--- src/rtl/udp_payload_sched.sv ---
// Ping-pong bank scheduler for the UDP payload RAM: the parser fills one bank while
// the other is streamed out over valid/ready; frames arriving with no free bank are dropped.
module udp_payload_sched #(
    parameter int ADDR_W = 10,
    parameter int DATA_W = 32,
    parameter int DROP_W = 16
) (
    input  logic              clk,
    input  logic              rst,
    input  logic              frame_done_i,
    input  logic [ADDR_W-1:0] frame_last_i,
    output logic              wr_bank_o,
    output logic [ADDR_W:0]   ram_rd_addr_o,
    input  logic [DATA_W-1:0] ram_rd_data_i,
    output logic [DATA_W-1:0] m_data_o,
    output logic              m_valid_o,
    output logic              m_last_o,
    input  logic              m_ready_i,
    output logic [DROP_W-1:0] drop_count_o,
    output logic              busy_o
);

    localparam logic [1:0] S_IDLE = 2'd0;
    localparam logic [1:0] S_LAT  = 2'd1;
    localparam logic [1:0] S_CAP  = 2'd2;
    localparam logic [1:0] S_HOLD = 2'd3;

    logic [1:0]        state_q, state_d;
    logic              wr_bank_q, wr_bank_d;
    logic [1:0]        full_q, full_d;
    logic [ADDR_W-1:0] len_q [2];
    logic [ADDR_W-1:0] len_d [2];
    logic              rd_bank_q, rd_bank_d;
    logic [ADDR_W-1:0] rd_ptr_q, rd_ptr_d;
    logic [ADDR_W:0]   addr_q, addr_d;
    logic [DATA_W-1:0] data_q, data_d;
    logic              valid_q, valid_d;
    logic              last_q, last_d;
    logic [DROP_W-1:0] drop_q, drop_d;
    logic              relFrame;

    // A bank released by the final handshake is free again in the same cycle,
    // so a coinciding frame_done is accepted rather than dropped.
    always_comb begin
        relFrame  = (state_q == S_HOLD) && m_ready_i && last_q;
        full_d    = full_q;
        len_d     = len_q;
        wr_bank_d = wr_bank_q;
        drop_d    = drop_q;
        if (relFrame) begin
            full_d[rd_bank_q] = 1'b0;
        end
        if (frame_done_i) begin
            if (!full_d[~wr_bank_q]) begin
                full_d[wr_bank_q] = 1'b1;
                len_d[wr_bank_q]  = frame_last_i;
                wr_bank_d         = ~wr_bank_q;
            end else if (drop_q != {DROP_W{1'b1}}) begin
                drop_d = drop_q + DROP_W'(1);
            end
        end
    end

    always_comb begin
        state_d   = state_q;
        rd_bank_d = rd_bank_q;
        rd_ptr_d  = rd_ptr_q;
        addr_d    = addr_q;
        data_d    = data_q;
        valid_d   = valid_q;
        last_d    = last_q;
        case (state_q)
            S_IDLE: begin
                if (full_q[~wr_bank_q]) begin
                    rd_bank_d = ~wr_bank_q;
                    rd_ptr_d  = '0;
                    addr_d    = {~wr_bank_q, {ADDR_W{1'b0}}};
                    state_d   = S_LAT;
                end
            end
            S_LAT: begin
                state_d = S_CAP;
            end
            S_CAP: begin
                data_d  = ram_rd_data_i;
                valid_d = 1'b1;
                last_d  = (rd_ptr_q == len_q[rd_bank_q]);
                state_d = S_HOLD;
            end
            S_HOLD: begin
                if (m_ready_i) begin
                    valid_d = 1'b0;
                    if (last_q) begin
                        last_d  = 1'b0;
                        state_d = S_IDLE;
                    end else begin
                        rd_ptr_d = rd_ptr_q + ADDR_W'(1);
                        addr_d   = {rd_bank_q, rd_ptr_q + ADDR_W'(1)};
                        state_d  = S_LAT;
                    end
                end
            end
            default: begin
                state_d = S_IDLE;
            end
        endcase
    end

    always_ff @(posedge clk or posedge rst) begin
        if (rst) begin
            state_q   <= S_IDLE;
            wr_bank_q <= 1'b0;
            full_q    <= 2'b00;
            len_q[0]  <= '0;
            len_q[1]  <= '0;
            rd_bank_q <= 1'b0;
            rd_ptr_q  <= '0;
            addr_q    <= '0;
            data_q    <= '0;
            valid_q   <= 1'b0;
            last_q    <= 1'b0;
            drop_q    <= '0;
        end else begin
            state_q   <= state_d;
            wr_bank_q <= wr_bank_d;
            full_q    <= full_d;
            len_q[0]  <= len_d[0];
            len_q[1]  <= len_d[1];
            rd_bank_q <= rd_bank_d;
            rd_ptr_q  <= rd_ptr_d;
            addr_q    <= addr_d;
            data_q    <= data_d;
            valid_q   <= valid_d;
            last_q    <= last_d;
            drop_q    <= drop_d;
        end
    end

    assign wr_bank_o     = wr_bank_q;
    assign ram_rd_addr_o = addr_q;
    assign m_data_o      = data_q;
    assign m_valid_o     = valid_q;
    assign m_last_o      = last_q;
    assign drop_count_o  = drop_q;
    assign busy_o        = (state_q != S_IDLE) || (|full_q);

endmodule

--- config.mk ---
export PLATFORM = sky130hd
export DESIGN_NAME = udp_payload_sched
export DESIGN_NICKNAME = d
export VERILOG_FILES = /design/src/rtl/udp_payload_sched.sv
export SDC_FILE = /design/constraint.sdc
export NUM_CORES = 1
export LEC_CHECK = 0
export ABC_AREA = 1
export BUFFER_PORTS_ARGS = -buffer_cell sky130_fd_sc_hd__buf_2
export CELL_PAD_IN_SITES_DETAIL_PLACEMENT = 1
export CELL_PAD_IN_SITES_GLOBAL_PLACEMENT = 1
export CORE_MARGIN = 4
export CORE_UTILIZATION = 40
export DETAILED_ROUTE_END_ITERATION = 12
export GPL_TIMING_DRIVEN = 0
export HOLD_SLACK_MARGIN = 0.15
export PLACE_DENSITY = 0.78
export REMOVE_ABC_BUFFERS = 1
export SLEW_MARGIN = 20
export SYNTH_ARGS = -nofsm -noshare
export SYNTH_HDL_FRONTEND = slang
export SYNTH_SLANG_ARGS = --single-unit
--- constraint.sdc ---
create_clock -name clk -period 4.26 [get_ports clk]
set_input_delay 0.639 -clock clk [delete_from_list [all_inputs] [get_ports clk]]
set_output_delay 0.639 -clock clk [all_outputs]
set_load 0.02 [all_outputs]
### Yosys cells after proc, flatten, opt, wreduce, memory -nomap -nowiden

Cells that the tools add are included.

| storage, ports and cells | value |
|---|---|
| flip-flop bits (word level) | 97 |
| latch bits | 0 |
| RAM bits | 0 |
| memory bits (read-only) | 0 |
| bits of input ports | 46 |
| logic and storage cells | 86 |
| memories kept | 0 |

| operators by class | value |
|---|---|
| add/sub/neg operators | 2 |
| multiply operators | 0 |
| div/mod/pow operators | 0 |
| order comparisons | 8 |
| eq/ne operators | 8 |
| shift operators | 0 |
| multiplexer cells | 32 |
| bitwise logic cells | 7 |
| reductions and logical operators | 17 |

Operator list:

| kind | count |
|---|---|
| $mux W10 | 7 |
| $mux W11 | 3 |
| $pmux W11 S2 | 1 |
| $bwmux W20 | 1 |
| $pmux W10 S2 | 1 |
| $add A16 B1 Y16 const B | 1 |
| $ne A16 B16 Y1 const B | 1 |
| $add A10 B1 Y10 const B | 1 |
| $demux W10 S1 | 1 |
| $eq A10 B10 Y1 | 1 |
| $mux W2 | 5 |
| $mux W1 | 8 |
| $pmux W2 S4 | 1 |
| $reduce_and A2 Y1 | 4 |
| $lt A1 B2 Y1 const B | 3 |
| $ne A2 B2 Y1 const B | 3 |
| $reduce_bool A2 Y1 | 3 |
| $logic_and A1 B1 Y1 | 5 |
| $eq A2 B2 Y1 const B | 2 |
| $ge A2 B2 Y1 const B | 2 |
| $not A1 Y2 | 2 |
| $pmux W1 S2 | 2 |
| $reduce_and A4 Y1 | 1 |
| $reduce_and A3 Y1 | 1 |
| other kinds (11) | 14 |

### Logic depth before layout (Yosys ltp)

Gate-level depths: netlist of run 1.

| depth | value |
|---|---|
| depth in word-level cells | 11 |
| depth in mapped cells | 11 |

### Least setup slack after synthesis of run 1

No wires, ideal clock.

| timing path | value |
|---|---|
| path kind | register -> register |
| from | register drop_q[0] (netlist: drop_count_o[0]) |
| to | register drop_q[10] (netlist: drop_count_o[10]) |
| arrival time | 1.496 ns |
| setup slack | 2.647 ns |
| cell stages (with the launch flop) | 9 |
| clock period less this slack | 1.613 ns |
| path through | dfrtp_1 > ha_1 > inv_1 > nor2_4 > nand3_1 > o21ai_0 > nor2_2 > nand2_1 > nand2_1 |

| on the way | value |
|---|---|
| longest elaborated chain between the ends | 2 |
| elaborated cells between the ends (all ways) | 3 |
| those cells by class | add/sub (1); eq/ne (1); reduce/logical (1) |

Ends and longest elaborated chain:

| element | line | RTL |
|---|---|---|
| start: declaration | 39 | `logic [DROP_W-1:0] drop_q, drop_d;` |
| start signal: assignment | 135 | `drop_q <= drop_d;` |
| parallel branches: the longest is 2 deep, another holds $add A16 B1 Y16 | n/a |  |

Several ways; the timed one is not identified.
A chain may end at the register's enable or synchronous reset.

### Final worst setup path of run 1

| timing path | value |
|---|---|
| from | register state_q[1] |
| to | register len_q[4] (netlist bit) |

| on the way | value |
|---|---|
| longest elaborated chain between the ends | 8 |

Ends and longest elaborated chain:

| element | line | RTL |
|---|---|---|
| start: declaration | 28 | `logic [1:0] state_q, state_d;` |
| start signal: assignment | 124 | `state_q <= state_d;` |
| $eq A2 B2 Y1 | 45 | `relFrame = (state_q == S_HOLD) && m_ready_i && last_q;` |
| $logic_and A1 B1 Y1 (2 in series) | 45 |  |
| $mux W2 | 50 | `if (relFrame) begin` |
| $mux W1 (not written as such) (2 in series) | 54 | `if (!full_d[~wr_bank_q]) begin` |
| $not A1 Y1 (no source line) | n/a |  |
| $reduce_and A2 Y1 (no source line) | n/a |  |
| end: declaration | 31 | `logic [ADDR_W-1:0] len_q [2];` |

Every way passes these cells. The select of a mux whose other input is x is not followed.

==> qor.txt, run 1 <==
Max Clock Skew -> 10.0 ps
Drc violations -> 0
Global placement routability congestion -> 0.806
Primary FF master, synth -> dfrtp_1
Routed length per instance -> 15.8 µm
Simple-gate portion of the synthesized area -> 0.255
# setup viols final -> 0
Min cycle time layout -> 2560 ps
DP Wirelength -> 8.77 mm
CTS tree -> built
Post-Synthesis Cells -> 503
First-pass GRT wire length -> 20.3 mm
Total negative setup slack -> 0 ps
Clk sinks -> 87
Drt initial violations -> 112
Die Area -> 12500 µm²
Yosys top cell by area -> dfrtp_1
Hold Fails Final Rpt -> 0
Pin count of the biggest net entering global routing -> 54
Final period utilization -> 0.600
CTS Buf Count -> 9
Setup crit end kind -> flop
Cell Chain, Critical Path -> ha_1, nand3_1, inv_1, nand2_1, nand2_1, nand3_1, o21ai_0
Area Overhead vs Synth -> 20.5%
Yosys Warn Count -> 0
Worst Hold Class -> in2async
Max FO, Critical Path -> 22
Distinct cell type count after synthesis -> 27
PostCTS Resize Cnt -> 0
Latest clock arrival within the worst-skew pair -> 380 ps
Area contributors post-synth -> dfrtp_1 (50%), nand2_1 (15%), mux2_2 (8.3%)
Io pins -> 109
Final hold slack -> 274 ps
# rows -> 37
Clock-pin transition on the worst setup and hold timing paths -> 100 ps
H-tree lvl count -> 3
Hold buffer count at CTS -> 0
Number of global-route vias before repair -> 4147
Largest incremental delay on the critical path -> 570 ps
Crit path launch type -> flop
Xor/xnor share of the synthesized area -> 0.0264
CP Class -> reg2reg
First-pass DRT Iterations -> 4
Setup Fix Bufs, Post-CTS -> 0
Antenna violations before repair -> 0
Commonest cells after routing, fill and taps aside -> nand2_1 (172), buf_2 (108), dfrtp_1 (87)
Synth top area share -> 0.504
Mux contribution to synthesized area -> 0.0834
Root Driver -> clkbuf_8
Pleak -> 2.69 nW
Flops & latches, synth -> 87
RSZ-0062 raised after global routing -> no
Die Y -> 112 µm
Worst path required time -> 4540 ps
Fraction of layout cells with a size suffix above 1 -> 0.272
Core area -> 10400 µm²
Clock Path Buffers -> 2
Die width -> 112 µm
Initial core utilization -> 0.415
Drt total wl -> 11.8 mm
Maximum vdd drop -> 0.384 mV
R2R cell count -> 7
FFs w/ async S/R, synth -> 1.00
MaxCap Viol Count -> 0
Antenna Cells -> 0
Worst-Margin Slew -> 801 ps
Slew HR -> 0.465
Remaining antenna violation count -> 0
FMAX -> 391 MHz
Overflow after GRT -> 0
Pwr dens -> 683 nW/µm²
Pins Over Slew Limit -> 0
Number of synthesized flops with an enable pin -> 0
Synth Area in Compound Gates -> 0.0556
DR vias -> 3791
Adder-Cell Fraction of Synth Area -> 0.0174
Final Util -> 0.500
Cell area after synthesis -> 4320 µm²
Vias per inst -> 5.06
Crit-path slowest cell -> nand3_1
Worst EP arrival -> 2840 ps
GRT Total Usage -> 0.199
Fin nets -> 660
Mapped Avg Cell Area -> 8.59 µm²
Largest family of logic cells by synthesized area -> simple AND/OR/NAND/NOR gates
Status -> completed
Seq/Total Area, Yosys -> 0.504
Port Buffers -> 108
Most common library cell in the layout ignoring fill and taps -> nand2_1
## Yosys cell counts, types with 2 or more instances
library cell and number:
nand3b_1 2, inv_1 45, o31ai_1 2, o21ai_0 28
dfrtp_1 87, a21oi_1 7, clkbuf_1 4, ha_1 6
xor2_1 8, nand3_1 32, nor3_1 4, o21ai_1 6
nor2_4 2, buf_2 11, nor2_2 2, nor2_1 27
o22ai_1 2, nand4_1 13, mux2_2 32, xnor2_1 5
nand2_1 172
## report_power, final
part	leakage [nW]	total, mW	switching [mW]	internal [mW]
registers	1.09	1.37	0.233	1.14
clock network	0.0982	0.613	0.334	0.278
logic	1.51	1.57	0.976	0.594
## cell type report
type                       instances  area [µm²]
clock buffer                       9         124
sequential                        87        2180
tap                              136         170
multi-input combinational        355        1890
fill                            1316        5210
timing repair buffer             110         588
inverter                          45         171
clock inverter                     7        78.8
## worst max-delay path, delay by kind of cell, from the launching register on
kind	cells	cell delay (ps)
simple gates	4	980
compound gates	1	420
fa+ha+maj	1	530
flops	1	410
buf+inv	1	120
## routing by layer
metal,global-route usage,part of all wire
met5,0,0
met2,0.323,0.48
met4,0.0697,0.018
met1,0.252,0.43
met3,0.0592,0.071
## sequential cells by signal (all words and copies together) (netlist names), 2 cells and up
name	count
ram_rd_addr_o	2
rd_ptr_q	9
full_q	2
m_data_o	32
len_q	20
drop_count_o	16
state_q	2
## metrics by stage
stage	cells	total power [mW]	setup slack [ps]	cell area [µm²]
after floorplan	487	2.41	1370	4240
after global placement	731	2.86	314	4950
after detailed placement	733	2.97	1700	5000
after CTS	749	3.60	1610	5200
after global routing	749	3.85	1260	5200
final	749	3.56	1700	5200
## kinds of logic (layout without fill, tap and decap cells)
kind of cell    Yosys count  in the layout
xor+xnor                 13             13
fa+ha+maj                 6              6
compound gates           46             46
flops                    87             87
mux                      32             32
buf+inv                  61            171
simple gates            258            258
## worst paths after layout
kind / start / to / slack, ps
worst max-delay path: state_q[1]$_DFFE_PP0P_ / len_q[4]$_DFFE_PP0P_ / 1700
worst min-delay path: rst / m_data_o[14]$_DFFE_PP0P_ / 270
worst max register to register: state_q[1]$_DFFE_PP0P_ / len_q[4]$_DFFE_PP0P_ / 1700
worst min register to register: ram_rd_addr_o[10]$_DFFE_PP0P_ / ram_rd_addr_o[10]$_DFFE_PP0P_ / 490
max in group asynchronous: rst / drop_count_o[5]$_DFFE_PP0P_ / 3360
min in group clk: m_ready_i / m_valid_o$_DFFE_PP0P_ / 480
Power figures use the tool's default switching activity.
==> inputs of run 2 (changes only) <==
Settings changed: CORE_UTILIZATION 40 to 35, PLACE_DENSITY 0.78 to 0.72.
Clock period 4.26 ns to 2.2 ns, I/O delays scaled along.
==> qor.txt, run 2 (synthesis results as in run 1) <==
Latest clock arrival within the worst-skew pair -> 340 ps
Sequential Power Share -> 0.369
Most common library cell in the layout ignoring fill and taps -> nand2_1
Pins Over Slew Limit -> 0
Sequential cell area -> 2180 µm²
Worst Hold Class -> in2reg
Area of the multi-input gates -> 1930 µm²
Cell Chain, Critical Path -> inv_1, o21ai_1, nand2_1, o21ai_0, nor2_2, nand2_1, nand2_1
Worst path required time -> 2490 ps
Die Area -> 14200 µm²
Crit-path slowest cell -> dfrtp_2
Vias per inst -> 4.78
Setup Fix Bufs, Post-CTS -> 0
Status -> completed
Sw power -> 3.03 mW
Root Driver -> clkbuf_16
Sw Ratio -> 0.420
Crit path launch type -> flop
DP Wirelength -> 8.48 mm
Non-filler cells, final -> 782
Setup crit end kind -> flop
Worst-Margin Slew -> 478 ps
Clock Path Buffers -> 2
H-tree lvl count -> 3
# rows -> 40
Die width -> 119 µm
Antenna Cells -> 0
Core area -> 12100 µm²
First-pass GRT wire length -> 20.2 mm
Post-route total power -> 7.21 mW
Max reg flops -> 32
Initial core utilization -> 0.358
Internal power -> 4.18 mW
HP Start -> ram_rd_data_i[11]
Fin nets -> 661
FMAX -> 507 MHz
Largest incremental delay on the critical path -> 530 ps
Max Clock Skew -> 5.79 ps
Remaining antenna violation count -> 0
Maximum vdd drop -> 0.680 mV
Pin count of the biggest net entering global routing -> 53
Drt initial violations -> 184
Pwr dens -> 1340 nW/µm²
CP Class -> reg2reg
Fraction of layout cells with a size suffix above 1 -> 0.282
Port Buffers -> 108
GRT Total Usage -> 0.175
Pleak -> 2.74 nW
Number of global-route vias before repair -> 4044
DP Worst Slack -> -363 ps
Comb pwr share -> 0.422
Drt total wl -> 11.6 mm
Worst EP arrival -> 2260 ps
First-pass DRT Iterations -> 6
Max FO, Critical Path -> 16
MaxCap Viol Count -> 0
Die Y -> 119 µm
Final period utilization -> 0.897
Setup ws final -> 226 ps
Commonest cells after routing, fill and taps aside -> nand2_1 (172), buf_2 (108), dfrtp_1 (86)
Clock power frac -> 0.208
Drc violations -> 0
Clk sinks -> 87
RR Startpoint -> rd_bank_q$_DFFE_PP0P_
CTS tree -> built
RSZ-0062 raised after global routing -> no
Hold Fails Final Rpt -> 0
DR vias -> 3736
Io pins -> 109
Overflow after GRT -> 0
Final Util -> 0.446
Area Overhead vs Synth -> 24.5%
Final hold slack -> 207 ps
Global placement routability congestion -> 0.813
Clock-pin transition on the worst setup and hold timing paths -> 70 ps
Antenna violations before repair -> 1
Placed cell count -> 765
Min cycle time layout -> 1970 ps
Routed length per instance -> 14.8 µm
CTS Buf Count -> 9
# setup viols final -> 0
# fillers -> 1475
Crit path launch -> rd_bank_q$_DFFE_PP0P_
CP most frequent cell -> nand2_1
Slew HR -> 0.681
run 2: cell type report:
class | instances | area share
inverter | 45 | 0.0326
clock buffer | 9 | 0.0419
timing repair buffer | 111 | 0.111
tap | 168 | 0.0391
sequential | 87 | 0.405
clock inverter | 7 | 0.0114
multi-input combinational | 355 | 0.359
run 2: final timing paths:
kind	endpoint	slack [ps]	cells past startpoint
max in group asynchronous	rd_bank_q$_DFFE_PP0P_	1020	4
setup reg to reg	drop_count_o[14]$_DFFE_PP0P_	230	7
hold / removal	m_data_o[11]$_DFFE_PP0P_	210	2
min in group asynchronous	m_data_o[9]$_DFFE_PP0P_	550	3
hold reg to reg	ram_rd_addr_o[10]$_DFFE_PP0P_	480	2
setup / recovery	drop_count_o[14]$_DFFE_PP0P_	230	7
run 2: power by group through the flow:
| stage | Combinational (mW) | Clock [mW] | Sequential [mW] |
|---|---|---|---|
| 6_report | 3.05 | 1.50 | 2.66 |
| 5_1_grt | 3.42 | 1.63 | 2.77 |
| 4_1_cts | 3.08 | 1.55 | 2.67 |
| 3_5_place_dp | 3.05 | 0 | 2.68 |
| 3_3_place_gp | 2.90 | 0 | 2.65 |
| 2_1_floorplan | 1.60 | 0 | 3.07 |
run 2: worst max-delay path: cells and delay by family, from the launching register on:
family / cells / cell delay [ps]
buffers and inverters: 1 / 400
AND/OR/NAND/NOR: 4 / 660
flip-flops: 1 / 530
AO/OA/AOI/OAI: 2 / 340
run 2: per-stage QoR:
stage / setup TNS [ps] / cell area, µm²
2_1_floorplan: -33080 / 4240
3_3_place_gp: -139040 / 4990
3_5_place_dp: -8600 / 5040
4_1_cts: 0 / 5360
5_1_grt: 0 / 5380
6_report: 0 / 5380
run 2: metal layers:
metal,part of all wire,up-vias,global-route usage,routed length (µm)
met5,0.0013,-,0,15
met4,0.015,2,0.0630,171
met3,0.049,13,0.0404,562
met2,0.48,79,0.282,5560
met1,0.46,1800,0.229,5270
li1,-,1842,-,-
run 2: what timing repair did:
action	in CTS	in global routing
hold buffers	1	0
endpoints found under the hold margin	35	0
pin swaps	0	0
gates resized for setup	5	3
endpoints found under the setup margin	45	22
